**src/rtl/loadunit_if.sv**
```systemverilog
// loadunit_if: bundle of every request, bank-read and response signal of the
// data-memory load path.
//   slave  : the load unit side (takes requests and bank data, drives strobes,
//            bank addresses and responses)
//   master : the requester / memory / consumer side
// Port summary:
//   req_*        load request with ready/valid handshake (scalar and vector)
//   bank_rd_k    read strobe for bank k, bank_addr_k its word address
//   bank_rdata_k data from bank k, valid the cycle after its strobe
//   rsp_*        response FIFO head with ready/valid handshake
`ifndef DATAMEM_BITS
`define DATAMEM_BITS 16
`endif

interface loadunit_if #(
    parameter int DATAMEM_BITS = `DATAMEM_BITS
) ();
    logic                    req_valid;
    logic                    req_ready;
    logic [DATAMEM_BITS-1:0] req_addr;
    logic [1:0]              req_byte_offset;
    logic [1:0]              req_load_select;
    logic                    req_unsigned;
    logic                    req_is_vltype;
    logic [DATAMEM_BITS-1:0] req_vaddr0;
    logic [DATAMEM_BITS-1:0] req_vaddr1;
    logic [DATAMEM_BITS-1:0] req_vaddr2;
    logic [DATAMEM_BITS-1:0] req_vaddr3;

    logic                    bank_rd_0;
    logic                    bank_rd_1;
    logic                    bank_rd_2;
    logic                    bank_rd_3;
    logic [DATAMEM_BITS-1:0] bank_addr_0;
    logic [DATAMEM_BITS-1:0] bank_addr_1;
    logic [DATAMEM_BITS-1:0] bank_addr_2;
    logic [DATAMEM_BITS-1:0] bank_addr_3;
    logic [31:0]             bank_rdata_0;
    logic [31:0]             bank_rdata_1;
    logic [31:0]             bank_rdata_2;
    logic [31:0]             bank_rdata_3;

    logic                    rsp_valid;
    logic                    rsp_ready;
    logic [31:0]             rsp_data0;
    logic [31:0]             rsp_data1;
    logic [31:0]             rsp_data2;
    logic [31:0]             rsp_data3;
    logic                    rsp_misaligned;

    modport slave (
        input  req_valid, req_addr, req_byte_offset, req_load_select,
               req_unsigned, req_is_vltype,
               req_vaddr0, req_vaddr1, req_vaddr2, req_vaddr3,
        output req_ready,
        output bank_rd_0, bank_rd_1, bank_rd_2, bank_rd_3,
               bank_addr_0, bank_addr_1, bank_addr_2, bank_addr_3,
        input  bank_rdata_0, bank_rdata_1, bank_rdata_2, bank_rdata_3,
        output rsp_valid, rsp_data0, rsp_data1, rsp_data2, rsp_data3,
               rsp_misaligned,
        input  rsp_ready
    );

    modport master (
        output req_valid, req_addr, req_byte_offset, req_load_select,
               req_unsigned, req_is_vltype,
               req_vaddr0, req_vaddr1, req_vaddr2, req_vaddr3,
        input  req_ready,
        input  bank_rd_0, bank_rd_1, bank_rd_2, bank_rd_3,
               bank_addr_0, bank_addr_1, bank_addr_2, bank_addr_3,
        output bank_rdata_0, bank_rdata_1, bank_rdata_2, bank_rdata_3,
        input  rsp_valid, rsp_data0, rsp_data1, rsp_data2, rsp_data3,
               rsp_misaligned,
        output rsp_ready
    );
endinterface

```
**src/rtl/loadunit.sv**
```systemverilog
// loadunit: load path of the four-bank word-interleaved data memory.
// Accepts scalar (lb/lh/lw/lbu/lhu) and vector unit-stride loads, strobes
// the bank reads in the accept cycle, captures bank data one cycle later,
// aligns and extends it, and returns results through a 2-entry FIFO.
// Ports:
//   clk  - single clock, rising edge
//   nrst - asynchronous active-low reset
//   lu   - loadunit_if.slave: request, bank-read and response signals
`ifndef DATAMEM_BITS
`define DATAMEM_BITS 16
`endif

module loadunit #(
    parameter int DATAMEM_BITS = `DATAMEM_BITS
) (
    input  logic       clk,
    input  logic       nrst,
    loadunit_if.slave  lu
);
    localparam int DATA_W = 32;
    typedef logic [DATA_W-1:0] word_t;

    typedef struct packed {
        logic  mis;
        word_t d3;
        word_t d2;
        word_t d1;
        word_t d0;
    } entry_t;

    logic       accept;
    logic       mis_req;
    logic       rsp_vld;
    logic       pop;
    logic       push;
    logic [2:0] occ;

    logic       vld_p1;
    logic [1:0] bank_p1;
    logic [1:0] off_p1;
    logic [1:0] sel_p1;
    logic       uns_p1;
    logic       vec_p1;
    logic       mis_p1;

    word_t      word_p1;
    entry_t     push_e;
    entry_t     fifo_q [2];
    logic       wr_ptr;
    logic       rd_ptr;
    logic [1:0] count;

    // Shift the addressed byte/half down to bit 0 and extend from its top bit.
    function automatic word_t extend_load(word_t w, logic [1:0] off,
                                          logic [1:0] sel, logic uns);
        word_t                    sh;
        logic signed [7:0]        b_s;
        logic signed [15:0]       h_s;
        logic signed [DATA_W-1:0] ext;
        sh  = w >> {off, 3'b000};
        b_s = sh[7:0];
        h_s = sh[15:0];
        case (sel)
            2'd0: begin
                ext = b_s;
                return uns ? {24'd0, sh[7:0]} : word_t'(ext);
            end
            2'd1: begin
                ext = h_s;
                return uns ? {16'd0, sh[15:0]} : word_t'(ext);
            end
            default: return sh;
        endcase
    endfunction

    // Stage 0: accept and bank strobes
    always_comb begin
        rsp_vld = (count != 2'd0);
        pop     = rsp_vld & lu.rsp_ready;
        // Occupancy after this edge; a new request must still find room
        // in the FIFO by the time it reaches stage 1.
        occ     = {1'b0, count} + {2'b00, vld_p1} - {2'b00, pop};
        lu.req_ready = nrst & (occ < 3'd2);
        accept  = lu.req_valid & lu.req_ready;
        mis_req = !lu.req_is_vltype &&
                  ((lu.req_load_select == 2'd3) ||
                   (lu.req_load_select == 2'd1 && lu.req_byte_offset[0]) ||
                   (lu.req_load_select == 2'd2 && lu.req_byte_offset != 2'd0));
    end

    always_comb begin
        lu.bank_rd_0   = 1'b0;
        lu.bank_rd_1   = 1'b0;
        lu.bank_rd_2   = 1'b0;
        lu.bank_rd_3   = 1'b0;
        lu.bank_addr_0 = '0;
        lu.bank_addr_1 = '0;
        lu.bank_addr_2 = '0;
        lu.bank_addr_3 = '0;
        if (accept) begin
            if (lu.req_is_vltype) begin
                lu.bank_rd_0   = 1'b1;
                lu.bank_rd_1   = 1'b1;
                lu.bank_rd_2   = 1'b1;
                lu.bank_rd_3   = 1'b1;
                lu.bank_addr_0 = lu.req_vaddr0;
                lu.bank_addr_1 = lu.req_vaddr1;
                lu.bank_addr_2 = lu.req_vaddr2;
                lu.bank_addr_3 = lu.req_vaddr3;
            end else if (!mis_req) begin
                case (lu.req_addr[1:0])
                    2'd0: begin lu.bank_rd_0 = 1'b1; lu.bank_addr_0 = lu.req_addr; end
                    2'd1: begin lu.bank_rd_1 = 1'b1; lu.bank_addr_1 = lu.req_addr; end
                    2'd2: begin lu.bank_rd_2 = 1'b1; lu.bank_addr_2 = lu.req_addr; end
                    default: begin lu.bank_rd_3 = 1'b1; lu.bank_addr_3 = lu.req_addr; end
                endcase
            end
        end
    end

    always_ff @(posedge clk or negedge nrst) begin
        if (!nrst) vld_p1 <= 1'b0;
        else       vld_p1 <= accept;
    end

    always_ff @(posedge clk) begin
        if (accept) begin
            bank_p1 <= lu.req_addr[1:0];
            off_p1  <= lu.req_byte_offset;
            sel_p1  <= lu.req_load_select;
            uns_p1  <= lu.req_unsigned;
            vec_p1  <= lu.req_is_vltype;
            mis_p1  <= mis_req;
        end
    end

    // Stage 1: align bank data and push into the response FIFO
    always_comb begin
        case (bank_p1)
            2'd0:    word_p1 = lu.bank_rdata_0;
            2'd1:    word_p1 = lu.bank_rdata_1;
            2'd2:    word_p1 = lu.bank_rdata_2;
            default: word_p1 = lu.bank_rdata_3;
        endcase
        push   = vld_p1;
        push_e = '0;
        if (vec_p1) begin
            push_e.d0 = lu.bank_rdata_0;
            push_e.d1 = lu.bank_rdata_1;
            push_e.d2 = lu.bank_rdata_2;
            push_e.d3 = lu.bank_rdata_3;
        end else if (mis_p1) begin
            push_e.mis = 1'b1;
        end else begin
            push_e.d0 = extend_load(word_p1, off_p1, sel_p1, uns_p1);
        end
    end

    always_ff @(posedge clk or negedge nrst) begin
        if (!nrst) begin
            for (int i = 0; i < 2; i++) fifo_q[i] <= '0;
            wr_ptr <= 1'b0;
            rd_ptr <= 1'b0;
            count  <= 2'd0;
        end else begin
            if (push) begin
                fifo_q[wr_ptr] <= push_e;
                wr_ptr         <= ~wr_ptr;
            end
            if (pop) rd_ptr <= ~rd_ptr;
            case ({push, pop})
                2'b10:   count <= count + 2'd1;
                2'b01:   count <= count - 2'd1;
                default: count <= count;
            endcase
        end
    end

    assign lu.rsp_valid      = rsp_vld;
    assign lu.rsp_data0      = fifo_q[rd_ptr].d0;
    assign lu.rsp_data1      = fifo_q[rd_ptr].d1;
    assign lu.rsp_data2      = fifo_q[rd_ptr].d2;
    assign lu.rsp_data3      = fifo_q[rd_ptr].d3;
    assign lu.rsp_misaligned = fifo_q[rd_ptr].mis;

endmodule

```
**src/flat_wrapper.sv**
```systemverilog
// flat-port wrapper written by rule: the top's interface ports become plain ports
module loadunit_flat 
#(
    parameter int DATAMEM_BITS = `DATAMEM_BITS
)
  (clk, nrst, lu_req_valid, lu_req_addr, lu_req_byte_offset, lu_req_load_select, lu_req_unsigned, lu_req_is_vltype, lu_req_vaddr0, lu_req_vaddr1, lu_req_vaddr2, lu_req_vaddr3, lu_req_ready, lu_bank_rd_0, lu_bank_rd_1, lu_bank_rd_2, lu_bank_rd_3, lu_bank_addr_0, lu_bank_addr_1, lu_bank_addr_2, lu_bank_addr_3, lu_bank_rdata_0, lu_bank_rdata_1, lu_bank_rdata_2, lu_bank_rdata_3, lu_rsp_valid, lu_rsp_data0, lu_rsp_data1, lu_rsp_data2, lu_rsp_data3, lu_rsp_misaligned, lu_rsp_ready);
  loadunit_if #(.DATAMEM_BITS(DATAMEM_BITS)) lu_i ();
  input  logic clk;
  input  logic nrst;
  input wire logic [$bits(lu_i.req_valid)-1:0] lu_req_valid;
  input wire logic [$bits(lu_i.req_addr)-1:0] lu_req_addr;
  input wire logic [$bits(lu_i.req_byte_offset)-1:0] lu_req_byte_offset;
  input wire logic [$bits(lu_i.req_load_select)-1:0] lu_req_load_select;
  input wire logic [$bits(lu_i.req_unsigned)-1:0] lu_req_unsigned;
  input wire logic [$bits(lu_i.req_is_vltype)-1:0] lu_req_is_vltype;
  input wire logic [$bits(lu_i.req_vaddr0)-1:0] lu_req_vaddr0;
  input wire logic [$bits(lu_i.req_vaddr1)-1:0] lu_req_vaddr1;
  input wire logic [$bits(lu_i.req_vaddr2)-1:0] lu_req_vaddr2;
  input wire logic [$bits(lu_i.req_vaddr3)-1:0] lu_req_vaddr3;
  output wire logic [$bits(lu_i.req_ready)-1:0] lu_req_ready;
  output wire logic [$bits(lu_i.bank_rd_0)-1:0] lu_bank_rd_0;
  output wire logic [$bits(lu_i.bank_rd_1)-1:0] lu_bank_rd_1;
  output wire logic [$bits(lu_i.bank_rd_2)-1:0] lu_bank_rd_2;
  output wire logic [$bits(lu_i.bank_rd_3)-1:0] lu_bank_rd_3;
  output wire logic [$bits(lu_i.bank_addr_0)-1:0] lu_bank_addr_0;
  output wire logic [$bits(lu_i.bank_addr_1)-1:0] lu_bank_addr_1;
  output wire logic [$bits(lu_i.bank_addr_2)-1:0] lu_bank_addr_2;
  output wire logic [$bits(lu_i.bank_addr_3)-1:0] lu_bank_addr_3;
  input wire logic [$bits(lu_i.bank_rdata_0)-1:0] lu_bank_rdata_0;
  input wire logic [$bits(lu_i.bank_rdata_1)-1:0] lu_bank_rdata_1;
  input wire logic [$bits(lu_i.bank_rdata_2)-1:0] lu_bank_rdata_2;
  input wire logic [$bits(lu_i.bank_rdata_3)-1:0] lu_bank_rdata_3;
  output wire logic [$bits(lu_i.rsp_valid)-1:0] lu_rsp_valid;
  output wire logic [$bits(lu_i.rsp_data0)-1:0] lu_rsp_data0;
  output wire logic [$bits(lu_i.rsp_data1)-1:0] lu_rsp_data1;
  output wire logic [$bits(lu_i.rsp_data2)-1:0] lu_rsp_data2;
  output wire logic [$bits(lu_i.rsp_data3)-1:0] lu_rsp_data3;
  output wire logic [$bits(lu_i.rsp_misaligned)-1:0] lu_rsp_misaligned;
  input wire logic [$bits(lu_i.rsp_ready)-1:0] lu_rsp_ready;
  assign lu_i.req_valid = lu_req_valid;
  assign lu_i.req_addr = lu_req_addr;
  assign lu_i.req_byte_offset = lu_req_byte_offset;
  assign lu_i.req_load_select = lu_req_load_select;
  assign lu_i.req_unsigned = lu_req_unsigned;
  assign lu_i.req_is_vltype = lu_req_is_vltype;
  assign lu_i.req_vaddr0 = lu_req_vaddr0;
  assign lu_i.req_vaddr1 = lu_req_vaddr1;
  assign lu_i.req_vaddr2 = lu_req_vaddr2;
  assign lu_i.req_vaddr3 = lu_req_vaddr3;
  assign lu_req_ready = lu_i.req_ready;
  assign lu_bank_rd_0 = lu_i.bank_rd_0;
  assign lu_bank_rd_1 = lu_i.bank_rd_1;
  assign lu_bank_rd_2 = lu_i.bank_rd_2;
  assign lu_bank_rd_3 = lu_i.bank_rd_3;
  assign lu_bank_addr_0 = lu_i.bank_addr_0;
  assign lu_bank_addr_1 = lu_i.bank_addr_1;
  assign lu_bank_addr_2 = lu_i.bank_addr_2;
  assign lu_bank_addr_3 = lu_i.bank_addr_3;
  assign lu_i.bank_rdata_0 = lu_bank_rdata_0;
  assign lu_i.bank_rdata_1 = lu_bank_rdata_1;
  assign lu_i.bank_rdata_2 = lu_bank_rdata_2;
  assign lu_i.bank_rdata_3 = lu_bank_rdata_3;
  assign lu_rsp_valid = lu_i.rsp_valid;
  assign lu_rsp_data0 = lu_i.rsp_data0;
  assign lu_rsp_data1 = lu_i.rsp_data1;
  assign lu_rsp_data2 = lu_i.rsp_data2;
  assign lu_rsp_data3 = lu_i.rsp_data3;
  assign lu_rsp_misaligned = lu_i.rsp_misaligned;
  assign lu_i.rsp_ready = lu_rsp_ready;
  loadunit #(.DATAMEM_BITS(DATAMEM_BITS)) u_core (.clk(clk), .nrst(nrst), .lu(lu_i));
endmodule
```
**config.mk**
```make
export PLATFORM = sky130hd
export DESIGN_NAME = loadunit_flat
export DESIGN_NICKNAME = d
export VERILOG_FILES = /design/src/rtl/loadunit_if.sv /design/src/rtl/loadunit.sv /design/src/flat_wrapper.sv
export SDC_FILE = /design/constraint.sdc
export NUM_CORES = 1
export LEC_CHECK = 0
export ABC_AREA = 1
export ABC_CLOCK_PERIOD_IN_PS = 10400
export CAP_MARGIN = 20
export CORE_UTILIZATION = 52
export DETAILED_ROUTE_END_ITERATION = 8
export GPL_TIMING_DRIVEN = 0
export PLACE_DENSITY_LB_ADDON = 0.15
export SLEW_MARGIN = 20
export SYNTH_ARGS = -nofsm -noshare
export SYNTH_HDL_FRONTEND = slang
export SYNTH_SLANG_ARGS = --single-unit
```
**constraint.sdc**
```tcl
create_clock -name clk -period 10.4 [get_ports clk]
set_clock_uncertainty 0.05 [all_clocks]
set_input_delay 2.08 -clock clk [delete_from_list [all_inputs] [get_ports clk]]
set_output_delay 2.08 -clock clk [all_outputs]
set_load 0.02 [all_outputs]
```
==> results of run 1 <==
==> layer usage <==
metal	vias up	GRT usage [%]	part of all wire [%]
met4	0	37.8	9.6
met5	-	0	0
met2	1415	75.3	46
li1	7605	-	-
met3	407	12.5	12
met1	8172	51.0	33
==> stage by stage <==
stage               cells  util (%)  hold WS [ns]  worst slack [ns]  TNS [ns]
floorplan            2102         -         0.399              3.39         0
global placement     2896      69.6         0.412             -6.04  -1264.12
detailed placement   2898      69.8         0.415              1.93         0
CTS                  2946      73.1         0.433              1.90         0
global route         2947      73.1         0.448              1.69         0
finish               2950      73.2         0.433              1.89         0
==> cells in the mapped netlist (all sizes together) <==
| cell type | count | area share, % |
|---|---|---|
| clkbuf | 112 | 2.9 |
| a31oi | 2 | 0.085 |
| a21oi | 54 | 1.8 |
| nand3 | 109 | 4.0 |
| nor2 | 24 | 0.79 |
| dfrtp | 263 | 45 |
| nand2 | 1131 | 29 |
| o21ai | 270 | 9.2 |
| xnor2 | 1 | 0.060 |
| xor2 | 1 | 0.060 |
| clkinv | 1 | 0.026 |
| ha | 2 | 0.17 |
| o21a | 4 | 0.21 |
| o211ai | 21 | 1.1 |
| nand4 | 9 | 0.38 |
| o221ai | 1 | 0.060 |
| edfxtp | 9 | 1.8 |
| fa | 1 | 0.14 |
| or2 | 24 | 1.0 |
| inv | 26 | 0.67 |
| buf | 37 | 1.5 |
==> layout make-up <==
cell class | count | area share (%)
clock inverters | 15 | 0.957
flip-flops and latches | 272 | 33.8
repair buffers | 418 | 20.8
clock buffers | 33 | 3.59
inverters | 27 | 0.500
diodes | 4 | 0.0494
plain buffers | 149 | 3.13
multi-input cells | 1654 | 34.8
well taps | 378 | 2.33
==> final timing paths <==
check	start	to	slack, ns
min in group asynchronous	nrst	u_core.fifo_q[83]	1.44
max in group asynchronous	nrst	u_core.fifo_q[7]	7.95
worst max-delay path	lu_rsp_ready	lu_bank_addr_0[10]	1.89
worst min-delay path	u_core.fifo_q[8]	u_core.fifo_q[8]	0.43
worst min register to register	u_core.fifo_q[8]	u_core.fifo_q[8]	0.43
worst max register to register	u_core.count[1]	u_core.bank_p1[0]	6.72
==> where the power goes <==
part           leakage (nW)  switching, mW  internal, mW
clock network         0.448          0.440         0.599
logic                  5.69           1.99          1.21
registers              3.38          0.277          1.53
==> flip-flops by register name (all words and copies together) (netlist names) <==
register / flops
u_core.mis_p1: 1
u_core.vec_p1: 1
u_core.count: 2
u_core.bank_p1: 2
u_core.fifo_q: 258
u_core.uns_p1: 1
u_core.sel_p1: 2
u_core.rd_ptr: 1
u_core.push: 1
u_core.off_p1: 2
u_core.wr_ptr: 1
==> cells by family (layout without fill, tap and decap cells) <==
group,count (synthesis),in the layout
other,0,4
buffers and inverters,176,642
and+or+nand+nor,1297,1297
adders and majority gates,3,3
xor gates and xnor gates,2,2
DFF,272,272
AOI/OAI and AO/OA,352,352
==> worst min-delay path: stages, from the launching register on <==
cell and delay, ns:
dfrtp_1 0.35, nand2_1 0.05, nand2_1 0.05
==> flow_metrics.py, run 1 <==
metrics = {
    "floorplan": {
        "ios": 417,
        "row_count": 61,
        "start_util_pct": 52.8,
        "die_h_um": 170,
        "core-area_um2": 27700,
        "dieArea_um2": 28800,
        "die-width_um": 170,
    },
    "cells_and_area": {
        "drive_gt1_share_pct": 3.82,
        "register_area_um2": 6850,
        "fin_area_um2": 20300,
        "final_cell_mix": "1,130 x nand2_1, 415 x clkdlybuf4s50_1, 263 x dfrtp_1",
        "layout.nets": 2770,
        "area_growth_pct": 38.4,
        "multi_input_area_um2": 7050,
        "final_common_cell": "nand2_1",
        "num-fill-cells": 2068,
    },
    "setup_path": {
        "required_ns": 8.27,
        "worstPathArrival_ns": 6.38,
        "path_cells": "clkdlybuf4s50_1, nand2_1, inv_1, ha_1, inv_1, nand2_1, fa_1, o211ai_1, a21oi_1, nand2_1, inv_2, nand3_1, clkbuf_1, o21ai_0, clkdlybuf4s50_1",
        "crit_top_cell": "nand2_1",
        "critPathTopFamily": "buffers and inverters",
        "cp_slowest_stage_delay_ns": 0.74,
        "cp_max_fo": 10,
        "crit_slowest_cell": "clkdlybuf4s50_1",
        "cp_num_buf_inv": 6,
        "critPathKind": "input port to output pin",
        "worstSetupEndpointType": "output pin",
        "cp.depth": 15,
        "crit_path_start_kind": "input port",
        "ff2ff_path_depth": 13,
    },
    "logic_synthesis": {
        "netlist_area_um2": 14600,
        "synthMuxAreaShare_pct": 0,
        "synth.yosys.seq_area_share_pct": 46.8,
        "synth_top_family_by_area": "simple AND/OR/NAND/NOR gates",
        "syn_nets": 2323,
        "synthAdderAreaFrac_pct": 0.308,
        "synth-simple-area-share_pct": 35.2,
        "synth_cell_types": 34,
        "synth-seq-cells": 272,
        "synthCells": 2102,
        "synth_xor_area_share_pct": 0.120,
        "avgSynthCellArea_um2": 6.96,
        "yosys_warnings": 0,
        "synth-compound-area-share_pct": 12.5,
    },
    "sta": {
        "finalSetupViolations": 0,
        "rsz0062_at_grt": "no",
        "hold_violations": 0,
        "worst_pin_slew_ns": 1.09,
        "maxSlewViolCount": 0,
        "slew_headroom_pct": 27.1,
        "fin_crit_ns": 8.51,
        "post-route-period-util_pct": 81.8,
        "fmax_mhz": 118,
    },
    "global_route": {
        "grt_pass1_vias": 17400,
        "grt_max_degree": 106,
        "grt.total_usage_pct": 46.3,
        "grt_first_pass_wirelength_mm": 99.4,
        "overflow": 0,
        "antenna_found_initial": 2,
    },
    "place": {
        "hpwlAfterDp_mm": 51.1,
        "numPortBuffers": 416,
        "dpl_cell_area_um2": 19300,
        "gp_congestion": 1.02,
    },
    "cts": {
        "clock_sinks": 272,
        "cts_tree": "yes",
        "clk_latency_ns": 0.56,
        "htree_levels": 1,
        "cts_made_buffers": 27,
        "ctsResizeCount": 0,
        "clock-root-buffer": "clkbuf_16",
        "cts_max_path_buffers": 3,
        "cts_setup_buffers": 0,
        "clk_pin_slew_ns": 0.07,
        "cts-hold-fix-buffers": 0,
    },
    "pwr": {
        "powerDensity_nw_per_um2": 299,
        "power.leakage_nw": 9.51,
        "peakVddDrop_mv": 0.173,
        "power_mw": 6.05,
    },
    "route": {
        "first_pass_iters": 9,
        "wire_per_inst_um": 22.9,
        "vias_per_cell": 5.97,
        "drt-initial-drc-count": 2459,
        "routed_wl_mm": 67.6,
        "postRouteAntennaNets": 0,
        "drc": 0,
        "num_vias": 17600,
    },
    "status": {
        "outcome": "finished clean",
    },
    "run": {
        "max_cap_violations": 0,
    },
    "min_path": {
        "min_path_type": "register to register",
        "hold_depth": 2,
    },
}
(Power assumes the default switching activity.)
==> run 2, diff against run 1 <==
--- a/config.mk
+++ b/config.mk
@@ -6,9 +6,9 @@
 export NUM_CORES = 1
 export LEC_CHECK = 0
 export ABC_AREA = 1
-export ABC_CLOCK_PERIOD_IN_PS = 10400
+export ABC_CLOCK_PERIOD_IN_PS = 8350
 export CAP_MARGIN = 20
-export CORE_UTILIZATION = 52
+export CORE_UTILIZATION = 49
 export DETAILED_ROUTE_END_ITERATION = 8
 export GPL_TIMING_DRIVEN = 0
 export PLACE_DENSITY_LB_ADDON = 0.15
==> constraint.sdc (replaced) <==
create_clock -name clk -period 8.35 [get_ports clk]
set_clock_uncertainty 0.05 [all_clocks]
set_input_delay 1.67 -clock clk [delete_from_list [all_inputs] [get_ports clk]]
set_output_delay 1.67 -clock clk [all_outputs]
set_load 0.02 [all_outputs]
==> flow_metrics.py, run 2 (synthesized netlist as in run 1, its figures left out) <==
metrics = {
    "status": {
        "outcome": "finished clean",
    },
    "floorplan": {
        "die_h_um": 175,
        "dieArea_um2": 30600,
        "die-width_um": 175,
        "ios": 417,
        "row_count": 62,
        "start_util_pct": 50.5,
        "core-area_um2": 29000,
    },
    "setup_path": {
        "worstPathArrival_ns": 5.95,
        "crit_path_start_kind": "input port",
        "critPathKind": "input port to output pin",
        "cp_max_fo": 19,
        "worstSetupEndpointType": "output pin",
        "reg2reg_setup_slack_ns": 4.47,
        "r2r-end": "u_core.bank_p1[1]",
        "ff2ff_path_depth": 13,
        "regToRegStartpoint": "u_core.count[1]",
        "required_ns": 6.63,
    },
    "cells_and_area": {
        "drive_gt1_share_pct": 3.93,
        "area_growth_pct": 39.3,
        "largest_register": "u_core.fifo_q",
        "fin_cells": 2959,
        "final_common_cell": "nand2_1",
        "layout.nets": 2771,
        "largest_reg_flops": 258,
        "post-route-util_pct": 70.3,
        "num-fill-cells": 2366,
        "final_cell_mix": "1,130 x nand2_1, 415 x clkdlybuf4s50_1, 263 x dfrtp_1",
    },
    "cts": {
        "cts-hold-fix-buffers": 0,
        "clock_sinks": 272,
        "clock-root-buffer": "clkbuf_16",
        "cts_max_path_buffers": 3,
        "ctsResizeCount": 0,
        "clk_latency_ns": 0.55,
        "clk_pin_slew_ns": 0.06,
        "cts_made_buffers": 28,
        "htree_levels": 1,
        "cts_setup_buffers": 0,
        "cts_tree": "yes",
    },
    "pwr": {
        "powerDensity_nw_per_um2": 373,
        "combPwrFrac_pct": 52.0,
        "intPower_mw": 4.27,
        "peakVddDrop_mv": 0.280,
        "p_switching_mw": 3.34,
        "sw_frac_of_total_pct": 43.8,
        "power_mw": 7.61,
        "power.leakage_nw": 9.57,
        "power_frac_seq_pct": 29.4,
        "clockPowerShare_pct": 18.6,
    },
    "global_route": {
        "grt_first_pass_wirelength_mm": 98.4,
        "grt_pass1_vias": 17100,
        "grt_busiest_layer": "met2",
        "grt_max_degree": 102,
        "grtUsageMet1_pct": 49.0,
        "use_met3_pct": 10.8,
        "met2_usage_pct": 71.0,
        "grt.total_usage_pct": 42.7,
        "antenna_found_initial": 3,
        "overflow": 0,
    },
    "place": {
        "numPortBuffers": 416,
        "hpwlAfterDp_mm": 50.9,
        "dp.cells": 2904,
        "gp_congestion": 1.03,
    },
    "route": {
        "drc": 0,
        "drt-initial-drc-count": 1998,
        "wire_per_inst_um": 22.2,
        "vias_per_cell": 5.82,
        "first_pass_iters": 6,
        "num_vias": 17200,
        "routed_wl_mm": 65.8,
        "postRouteAntennaNets": 0,
    },
    "run": {
        "max_cap_violations": 0,
    },
    "sta": {
        "maxSlewViolCount": 0,
        "finalSetupViolations": 0,
        "fin_crit_ns": 7.67,
        "worst_pin_slew_ns": 1.12,
        "hold_violations": 0,
        "rsz0062_at_grt": "no",
        "slew_headroom_pct": 25.3,
        "fmax_mhz": 130,
        "post-route-period-util_pct": 91.8,
    },
    "min_path": {
        "min_from": "u_core.fifo_q[140]",
        "min_path_type": "register to register",
        "holdPathEnd": "u_core.fifo_q[140]",
        "hold_depth": 2,
    },
}
[run 2: stage by stage]
stage                     worst slack (ns)   TNS, ns  area [µm²]  hold WS, ns
after global routing                 0.462         0       20400        0.449
after CTS                            0.673         0       20400        0.431
after detailed placement             0.706         0       19300        0.415
final                                0.683         0       20400        0.434
after global placement               -7.29  -1861.10       19300        0.412
after floorplan                       2.16         0       14600        0.399
[run 2: worst max-delay path by stage]
stage	end	slack (ns)	start
2_1_floorplan	lu_bank_addr_1[10]	2.16	lu_rsp_ready
5_1_grt	lu_bank_addr_1[6]	0.46	lu_rsp_ready
3_3_place_gp	lu_bank_addr_1[6]	-7.29	nrst
3_5_place_dp	lu_bank_addr_1[6]	0.71	lu_rsp_ready
4_1_cts	lu_bank_addr_1[6]	0.67	lu_rsp_ready
6_report	lu_bank_addr_1[6]	0.68	lu_rsp_ready
[run 2: critical path: stages]
cell and delay [ns]:
clkdlybuf4s50_1 0.40, nand2_1 0.13, inv_1 0.06, ha_1 0.29, inv_1 0.10, nand2_1 0.10
fa_1 0.53, o211ai_1 0.09, a21oi_1 0.29, nand2_1 0.28, inv_2 0.16, clkbuf_1 0.84
nand3_1 0.21, o21ai_1 0.16, clkdlybuf4s50_1 0.63
[run 2: cell type report]
| cell class | instances | area, µm² | area share, % |
|---|---|---|---|
| multi-input combinational | 1654 | 7050 | 34.6 |
| tap | 384 | 480 | 2.36 |
| clock buffer | 38 | 798 | 3.92 |
| inverter | 27 | 101 | 0.497 |
| timing repair buffer | 418 | 4220 | 20.7 |
| antenna | 3 | 7.51 | 0.0368 |
| clock inverter | 14 | 238 | 1.17 |
| sequential | 272 | 6850 | 33.6 |
| buffer | 149 | 634 | 3.11 |
[run 2: routing by layer]
metal / part of all wire, % / routed length [µm] / vias up
met5: 0 / 0 / -
met4: 7.6 / 5010 / 0
met3: 11 / 7220 / 311
met2: 47 / 30800 / 1236
met1: 35 / 22700 / 8041
li1: - / - / 7621
[run 2: power groups by stage]
stage / Sequential (mW) / Clock [mW] / Combinational [mW]
floorplan: 2.14 / 0 / 2.14
global placement: 2.20 / 0 / 3.79
detailed placement: 2.22 / 0 / 3.87
CTS: 2.22 / 1.40 / 3.92
global route: 2.28 / 1.45 / 4.24
finish: 2.24 / 1.41 / 3.96
==> run 3, diff against run 2 <==
--- a/config.mk
+++ b/config.mk
@@ -8,10 +8,13 @@
 export ABC_AREA = 1
 export ABC_CLOCK_PERIOD_IN_PS = 8350
 export CAP_MARGIN = 20
-export CORE_UTILIZATION = 49
+export CELL_PAD_IN_SITES_DETAIL_PLACEMENT = 0
+export CELL_PAD_IN_SITES_GLOBAL_PLACEMENT = 1
+export CORE_UTILIZATION = 34
 export DETAILED_ROUTE_END_ITERATION = 8
 export GPL_TIMING_DRIVEN = 0
 export PLACE_DENSITY_LB_ADDON = 0.15
+export RECOVER_POWER = 25
 export SLEW_MARGIN = 20
 export SYNTH_ARGS = -nofsm -noshare
 export SYNTH_HDL_FRONTEND = slang
==> flow_metrics.py, run 3 (synthesized netlist as in run 1, its figures left out) <==
metrics = {
    "global_route": {
        "overflow": 0,
        "grt_pass1_vias": 15900,
        "grt_first_pass_wirelength_mm": 100,
        "grt_max_degree": 96,
        "grt.total_usage_pct": 30.5,
        "antenna_found_initial": 4,
    },
    "cells_and_area": {
        "largest_reg_flops": 258,
        "drive_gt1_share_pct": 3.85,
        "largest_register": "u_core.fifo_q",
        "final_cell_mix": "1,130 x nand2_1, 406 x clkdlybuf4s50_1, 263 x dfrtp_1",
        "layout.nets": 2774,
        "final_common_cell": "nand2_1",
        "fin_cells": 3115,
        "fin_area_um2": 20500,
        "area_growth_pct": 40.1,
    },
    "floorplan": {
        "ios": 417,
        "start_util_pct": 34.7,
        "dieArea_um2": 43900,
        "die_h_um": 210,
        "die-width_um": 210,
        "core-area_um2": 42200,
        "row_count": 75,
    },
    "route": {
        "postRouteAntennaNets": 0,
        "wire_per_inst_um": 21.7,
        "vias_per_cell": 5.20,
        "drt-initial-drc-count": 1470,
        "routed_wl_mm": 67.7,
        "num_vias": 16200,
        "first_pass_iters": 6,
        "drc": 0,
    },
    "place": {
        "gp_congestion": 0.965,
        "numPortBuffers": 416,
        "dp.cells": 3059,
        "hpwlAfterDp_mm": 53.3,
        "dpl_cell_area_um2": 19500,
    },
    "cts": {
        "cts_tree": "yes",
        "ctsResizeCount": 0,
        "cts-hold-fix-buffers": 0,
        "htree_levels": 1,
        "clk_latency_ns": 0.58,
        "cts_setup_buffers": 0,
        "clock_sinks": 272,
        "cts_made_buffers": 31,
        "clock-root-buffer": "clkbuf_16",
        "cts_max_path_buffers": 3,
        "clk_pin_slew_ns": 0.06,
    },
    "min_path": {
        "hold_depth": 2,
        "holdPathEnd": "u_core.fifo_q[151]",
        "min_path_type": "register to register",
        "min_from": "u_core.fifo_q[151]",
    },
    "setup_path": {
        "regToRegStartpoint": "u_core.count[1]",
        "cp_max_fo": 10,
        "worstSetupEndpointType": "output pin",
        "ff2ff_path_depth": 13,
        "crit_path_start_kind": "input port",
        "worstPathArrival_ns": 6.06,
        "critPathKind": "input port to output pin",
        "reg2reg_setup_slack_ns": 4.67,
        "r2r-end": "u_core.bank_p1[1]",
        "required_ns": 6.63,
    },
    "run": {
        "max_cap_violations": 2,
    },
    "sta": {
        "hold_violations": 0,
        "post-route-period-util_pct": 93.2,
        "slew_headroom_pct": -247,
        "finalSetupViolations": 0,
        "fin_crit_ns": 7.78,
        "worst_pin_slew_ns": 5.21,
        "rsz0062_at_grt": "no",
        "fmax_mhz": 128,
        "maxSlewViolCount": 185,
    },
    "pwr": {
        "power_mw": 7.51,
        "power.leakage_nw": 9.54,
        "peakVddDrop_mv": 0.167,
        "powerDensity_nw_per_um2": 366,
    },
    "status": {
        "outcome": "complete, but fails checks",
        "violations": "max-capacitance violations, max-slew violations",
    },
}
run 3: changes by cell type in the layout (fill, tap and decap cells not counted), moves of 2 or more:
cell             before  now
clkdlybuf4s50_1     415  406
buf_16                2    0
dlygate4sd3_1         0    9
clkbuf_16            28   31
bufinv_16             6    1
clkbuf_8              6   11
clkbuf_1            115  117
run 3: report_power, final:
group          leakage [nW]  internal [mW]  switching (mW)
clock                 0.502          0.800           0.560
sequential             3.38           1.91           0.303
combinational          5.66           1.51            2.43
total                  9.54           4.22            3.29
run 3: metal layers:
metal  wire, µm  share of wire, %  track usage [%]
met1      27600                41             38.6
met2      33000                49             52.4
met3       4490               6.6             4.64
met4       2640               3.9             11.8
met5          0                 0                0
run 3: metrics by stage:
step / util [%] / hold slack [ns] / worst slack (ns) / setup TNS, ns
after floorplan: - / 0.399 / 2.16 / 0
after global placement: 46.1 / 0.412 / -7.87 / -2090.87
after detailed placement: 46.3 / 0.416 / 0.698 / 0
after CTS: 48.6 / 0.432 / 0.698 / 0
after global routing: 48.6 / 0.446 / 0.405 / 0
final: 48.6 / 0.428 / 0.567 / 0
run 3: worst max-delay path by stage:
stage,slack [ns],end,from
6_report,0.57,lu_bank_addr_0[8],lu_rsp_ready
5_1_grt,0.41,lu_bank_addr_0[8],lu_rsp_ready
4_1_cts,0.70,lu_bank_addr_0[8],lu_rsp_ready
3_5_place_dp,0.70,lu_bank_addr_0[8],lu_rsp_ready
3_3_place_gp,-7.87,lu_bank_addr_0[8],nrst
2_1_floorplan,2.16,lu_bank_addr_1[10],lu_rsp_ready
run 3: worst max-delay path, cell delays in order:
cell and delay (ns):
dlygate4sd3_1 0.53, nand2_1 0.11, inv_1 0.06, ha_1 0.30
inv_1 0.10, nand2_1 0.10, fa_1 0.52, o211ai_1 0.09
a21oi_1 0.25, nand2_1 0.24, inv_2 0.14, nand3_1 0.26
clkbuf_1 0.30, o21ai_0 0.63, clkdlybuf4s50_1 0.76
run 3: area by class of cell:
class | count | area [µm²]
antenna | 4 | 10.0
clock inverter | 6 | 61.3
tap | 539 | 674
sequential | 272 | 6850
buffer | 149 | 634
inverter | 27 | 101
fill | 4303 | 21700
multi-input combinational | 1654 | 7050
clock buffer | 46 | 942
timing repair buffer | 418 | 4180
